--- src/rtl/jtag_1149_d10_crc_frame_ctrl.sv ---
// Frame-level sequencer in front of the 1149.10 CRC32 LFSR engine.
// Forwards data words to the engine and checks the trailing received-CRC word
// against the engine's running CRC. Clears the engine between frames and
// reports per-frame pass/fail and protocol errors.
//
// state        | meaning
// -------------+-----------------------------------------------------------
// S_IDLE       | waiting for a first (sop) data word; non-sop words dropped
// S_DATA       | inside a frame, forwarding data words to the engine
// S_CHECK      | one cycle: report result, clear engine
// S_CHECK_ABRT | one cycle: clear engine after an unexpected sop, no report
// S_DROP       | frame broken, discard words until the CRC (eop) word
module jtag_1149_d10_crc_frame_ctrl #(
    parameter logic [15:0] MAX_WORDS = 16'd1024,
    parameter int          CNT_W     = 16
) (
    input  logic             clk,
    input  logic             rst_n,
    input  logic             in_valid,
    output logic             in_ready,
    input  logic [31:0]      in_data,
    input  logic [3:0]       in_be,
    input  logic             in_sop,
    input  logic             in_eop,
    output logic             crc_valid,
    output logic [3:0]       crc_be,
    output logic             crc_eop,
    output logic [31:0]      crc_data,
    input  logic [31:0]      crc_in,
    output logic             frame_done,
    output logic             frame_crc_ok,
    output logic [CNT_W-1:0] frame_len,
    output logic             proto_err,
    output logic [CNT_W-1:0] err_cnt
);

    localparam logic [CNT_W-1:0] MAX_CNT = CNT_W'(MAX_WORDS);

    typedef enum logic [2:0] {
        S_IDLE,
        S_DATA,
        S_CHECK,
        S_CHECK_ABRT,
        S_DROP
    } state_t;

    state_t           r_state;
    state_t           w_state_nxt;
    logic [CNT_W-1:0] r_word_cnt;
    logic [CNT_W-1:0] w_word_cnt_nxt;
    logic             r_ok;
    logic             w_ok_nxt;
    logic [CNT_W-1:0] r_frame_len;
    logic [CNT_W-1:0] r_err_cnt;
    logic             w_accept;
    logic             w_be_legal;
    logic             w_fwd;
    logic             w_err_inc;

    // The two report states are the only cycles where input is stalled.
    assign in_ready   = (r_state != S_CHECK) && (r_state != S_CHECK_ABRT);
    assign w_accept   = in_valid & in_ready;
    assign w_be_legal = (in_be == 4'b1111) || (in_be == 4'b1110) ||
                        (in_be == 4'b1100) || (in_be == 4'b1000);

    // Next-state and per-cycle outputs. Within DATA: sop beats eop, and eop
    // beats the length and byte-enable checks.
    always_comb begin
        w_state_nxt    = r_state;
        w_word_cnt_nxt = r_word_cnt;
        w_ok_nxt       = r_ok;
        w_fwd          = 1'b0;
        crc_eop        = 1'b0;
        frame_done     = 1'b0;
        frame_crc_ok   = 1'b0;
        proto_err      = 1'b0;
        case (r_state)
            S_IDLE: begin
                if (w_accept && in_sop) begin
                    if (in_eop) begin
                        proto_err = 1'b1;
                    end else begin
                        w_fwd          = 1'b1;
                        w_word_cnt_nxt = CNT_W'(1);
                        w_state_nxt    = S_DATA;
                    end
                end
            end
            S_DATA: begin
                if (w_accept) begin
                    if (in_sop) begin
                        proto_err   = 1'b1;
                        w_state_nxt = S_CHECK_ABRT;
                    end else if (in_eop) begin
                        // crc_in already includes the last data word.
                        w_ok_nxt    = (in_data == crc_in);
                        w_state_nxt = S_CHECK;
                    end else if (r_word_cnt == MAX_CNT || !w_be_legal) begin
                        proto_err   = 1'b1;
                        w_state_nxt = S_DROP;
                    end else begin
                        w_fwd          = 1'b1;
                        w_word_cnt_nxt = r_word_cnt + CNT_W'(1);
                    end
                end
            end
            S_CHECK: begin
                crc_eop      = 1'b1;
                frame_done   = 1'b1;
                frame_crc_ok = r_ok;
                w_state_nxt  = S_IDLE;
            end
            S_CHECK_ABRT: begin
                crc_eop     = 1'b1;
                w_state_nxt = S_IDLE;
            end
            S_DROP: begin
                if (w_accept && in_eop) begin
                    crc_eop     = 1'b1;
                    w_state_nxt = S_IDLE;
                end
            end
            default: begin
                w_state_nxt = S_IDLE;
            end
        endcase
    end

    assign crc_valid = w_fwd;
    assign crc_data  = w_fwd ? in_data : 32'd0;
    assign crc_be    = w_fwd ? in_be : 4'd0;
    assign w_err_inc = proto_err | (frame_done & ~r_ok);
    assign frame_len = r_frame_len;
    assign err_cnt   = r_err_cnt;

    // State, word counter and latched compare result.
    always_ff @(posedge clk or negedge rst_n) begin
        if (!rst_n) begin
            r_state    <= S_IDLE;
            r_word_cnt <= '0;
            r_ok       <= 1'b0;
        end else begin
            r_state    <= w_state_nxt;
            r_word_cnt <= w_word_cnt_nxt;
            r_ok       <= w_ok_nxt;
        end
    end

    // Frame length of the last reported frame and saturating error count.
    always_ff @(posedge clk or negedge rst_n) begin
        if (!rst_n) begin
            r_frame_len <= '0;
            r_err_cnt   <= '0;
        end else begin
            if (r_state == S_CHECK) begin
                r_frame_len <= r_word_cnt;
            end
            if (w_err_inc && (r_err_cnt != '1)) begin
                r_err_cnt <= r_err_cnt + CNT_W'(1);
            end
        end
    end

endmodule

--- config.mk ---
export PLATFORM = sky130hd
export DESIGN_NAME = jtag_1149_d10_crc_frame_ctrl
export DESIGN_NICKNAME = d
export VERILOG_FILES = /design/src/rtl/jtag_1149_d10_crc_frame_ctrl.sv
export SDC_FILE = /design/constraint.sdc
export NUM_CORES = 1
export LEC_CHECK = 0
export CORE_ASPECT_RATIO = 0.9
export CORE_UTILIZATION = 40
export DETAILED_ROUTE_END_ITERATION = 6
export HOLD_SLACK_MARGIN = 0.08
export PLACE_DENSITY = 0.86
export SYNTH_ARGS = -nofsm -noshare
export SYNTH_HDL_FRONTEND = slang
export SYNTH_SLANG_ARGS = --single-unit
--- constraint.sdc ---
create_clock -name clk -period 6.2 [get_ports clk]
set_input_delay 0.62 -clock clk [delete_from_list [all_inputs] [get_ports clk]]
set_output_delay 0.62 -clock clk [all_outputs]
set_load 0.01 [all_outputs]
==> results.yml <==
floorplanning:
  ios: 147
  die-area_sq_um: 8520
  die_h_microns: 87.7
  dieWidth_microns: 97.2
  core_sq_um: 7730
  initial_utilization: 0.422
  num_rows: 30
setup_path:
  critPathArrivalTime_ns: 3.74
  cp-end-kind: "output port"
  critPathKind: "input pin to output port"
  path_cells: "clkdlybuf4s50_1, nor3b_1, nand2_1, or3_1, nand2_1, and2_1, clkdlybuf4s50_1"
  cpPeakStageDelay_ns: 0.76
  cp-start-kind: "input pin"
  crit_required_ns: 5.58
  cp_slowest_cell: "nand2_1"
  path_max_fanout: 38
timing:
  fin_ws_ns: 1.84
  relSlewSlack: 0.266
  fin_tns_setup_ns: 0
  hold_viol: 0
  drv_slew: 0
  clock_skew_ns: 0.00813
  period_needed_ns: 4.36
  fin_crit_sh: 0.704
  worst_pin_slew_ns: 1.10
  hold_ws_ns: 0.421
  rsz0062_at_grt: "false"
  setup_viol: 0
  maxClockFrequency_mhz: 229
power:
  clkPwrFrac: 0.197
  power_frac_comb: 0.371
  p_int_uw: 684
  ir_drop_v: 0.000152
  power_mw: 1.04
  p_seq_frac: 0.432
  p_leak_nw: 1.98
  pwr_density_cell_nw_per_um2: 213
  p_sw_uw: 353
  netSwitchingFraction: 0.341
job:
  drv_cap: 0
finish:
  n_fill_cell: 647
  syn2layout_area_growth_pct: 49.2
  stdcell_count: 577
  antenna_cells: 0
  mostFrequentLayoutCell: "clkdlybuf4s50_1"
  final_cell_mix: "145 x clkdlybuf4s50_1, 52 x dfrtp_1, 39 x and2_1"
  final_util: 0.629
  fin_area_sq_um: 4870
  nets: 556
  drive_above_1_share: 0.0811
grt:
  grt_pass1_wl_mm: 15.8
  grt-ovfl-total: 0
  antenna_found_initial: 0
  grt_pass1_vias: 3129
  grt.total_usage: 0.229
  grt_max_degree: 53
synthesis:
  ys_seq_elements: 52
  ys_warn_count: 0
  synth_cell_type_count: 44
  syn-num-nets: 419
  synth.avg_cell_area_sq_um: 9.51
  syn-instance-count: 343
  ys_seq_area_frac: 0.399
  synthesis.area_sq_um: 3260
clock_network:
  cts_max_path_buffers: 2
  clock_sinks: 52
  path_clk_slew_ns: 0.10
  cts_resized: 0
  htree_levels: 2
  cts-hold-fix-buffers: 0
  cts_setup_buffers: 0
  root_buffer: "clkbuf_8"
  worstSkewPairLatency_ns: 0.30
  numCtsBuffers: 5
  cts_tree: "done"
outcome:
  status: "completed"
routing:
  vias: 3121
  vias_per_cell: 5.41
  drt_first_pass_iters: 4
  drc_errors: 0
  routedWlPerCell_microns: 17.2
  dr.first_iter.drc_count: 217
  routed_wl_mm: 9.93
  antenna_left: 0
place:
  place_congestion: 0.910
  portBuffers: 146
  dpl.hpwl_mm: 7.64
  postPlaceCellArea_sq_um: 4770
  dp_cells: 569
  dp_worst_setup_slack_ns: 1.90
hold_path:
  hold_class: "input pin to asynchronous set/reset pin"
==> power groups by stage <==
stage / clock [mW] / sequential (mW) / combinational (mW)
after floorplan: 0 / 0.437 / 0.198
after global routing: 0.222 / 0.455 / 0.422
after global placement: 0 / 0.451 / 0.373
after CTS: 0.210 / 0.447 / 0.387
final: 0.204 / 0.448 / 0.385
after detailed placement: 0 / 0.453 / 0.385
==> sequential cells by signal, indices dropped and copies added, names as in the netlist <==
register and count:
r_word_cnt 16, frame_len 16, err_cnt 16, r_ok 1, r_state 3
==> path summary, 6_finish.rpt <==
| check | slack, ns | cells after the start | startpoint | endpoint |
|---|---|---|---|---|
| min in group clk | 0.51 | 1 | err_cnt[15] | err_cnt[15] |
| worst min register to register | 0.51 | 1 | err_cnt[15] | err_cnt[15] |
| worst max-delay path | 1.84 | 7 | in_eop | crc_data[11] |
| max in group asynchronous | 5.33 | 2 | rst_n | frame_len[15] |
| worst min-delay path | 0.42 | 2 | rst_n | err_cnt[7] |
| worst max register to register | 3.31 | 5 | r_state[0] | r_word_cnt[1] |
==> metal layers <==
metal | share of wire | global-route usage | routed length (microns) | vias up
met2 | 0.49 | 0.384 | 4880 | 114
li1 | - | - | - | 1487
met4 | 0.021 | 0.0719 | 209 | 0
met5 | 0 | 0 | 0 | -
met1 | 0.43 | 0.301 | 4280 | 1502
met3 | 0.057 | 0.0463 | 562 | 18
==> synthesized netlist by cell type <==
cell type / instances / share of area
dfrtp_1: 52 / 0.40
and2_1: 39 / 0.075
xor2_1: 32 / 0.086
mux2_2: 19 / 0.066
nand4_1: 18 / 0.035
nand2_1: 17 / 0.020
nand3_1: 17 / 0.026
xnor2_1: 17 / 0.046
nor2_1: 15 / 0.017
a21oi_1: 14 / 0.021
clkbuf_1: 11 / 0.013
nor4_1: 11 / 0.021
inv_1: 9 / 0.010
and3_1: 7 / 0.013
o21ai_0: 7 / 0.011
buf_2: 5 / 0.0077
nor3_1: 5 / 0.0077
o31ai_1: 5 / 0.012
or4_1: 5 / 0.012
ha_1: 3 / 0.012
or3_2: 3 / 0.0069
and4_1: 2 / 0.0054
and4_2: 2 / 0.0061
mux2i_1: 2 / 0.0061
nand2b_1: 2 / 0.0038
nand4b_1: 2 / 0.0054
nor3b_1: 2 / 0.0046
nor3b_2: 2 / 0.0077
nor4b_1: 2 / 0.0054
or3_1: 2 / 0.0038
a21boi_0: 1 / 0.0023
a21o_1: 1 / 0.0023
a22oi_1: 1 / 0.0023
a31o_2: 1 / 0.0027
and3b_1: 1 / 0.0027
buf_4: 1 / 0.0023
buf_6: 1 / 0.0035
nor4bb_1: 1 / 0.0031
o2111a_1: 1 / 0.0035
o211a_1: 1 / 0.0031
o21ai_1: 1 / 0.0015
o311ai_0: 1 / 0.0027
or2_2: 1 / 0.0019
or4b_1: 1 / 0.0031
==> cell type report <==
class	count	area, sq um	share of cell area
inverter	9	33.8	0.00694
timing repair buffer	148	1470	0.302
tap	96	120	0.0247
clock buffer	6	82.6	0.0170
sequential	52	1300	0.267
clock inverter	2	15.0	0.00309
multi-input combinational	264	1840	0.379
==> critical path, delay by kind of cell <==
kind | cells | cell delay, ns
simple gates | 5 | 1.96
buf+inv | 2 | 1.15
==> cell families after synthesis <==
group | after synthesis | share of synthesized area
XOR/XNOR | 49 | 0.132
adder cells (fa/ha/maj) | 3 | 0.0115
flip-flops | 52 | 0.399
AO/OA/AOI/OAI | 34 | 0.0641
multiplexers | 21 | 0.0717
buffers and inverters | 27 | 0.0364
AND/OR/NAND/NOR | 157 | 0.286
No activity file was read; power rests on OpenSTA's default activity.
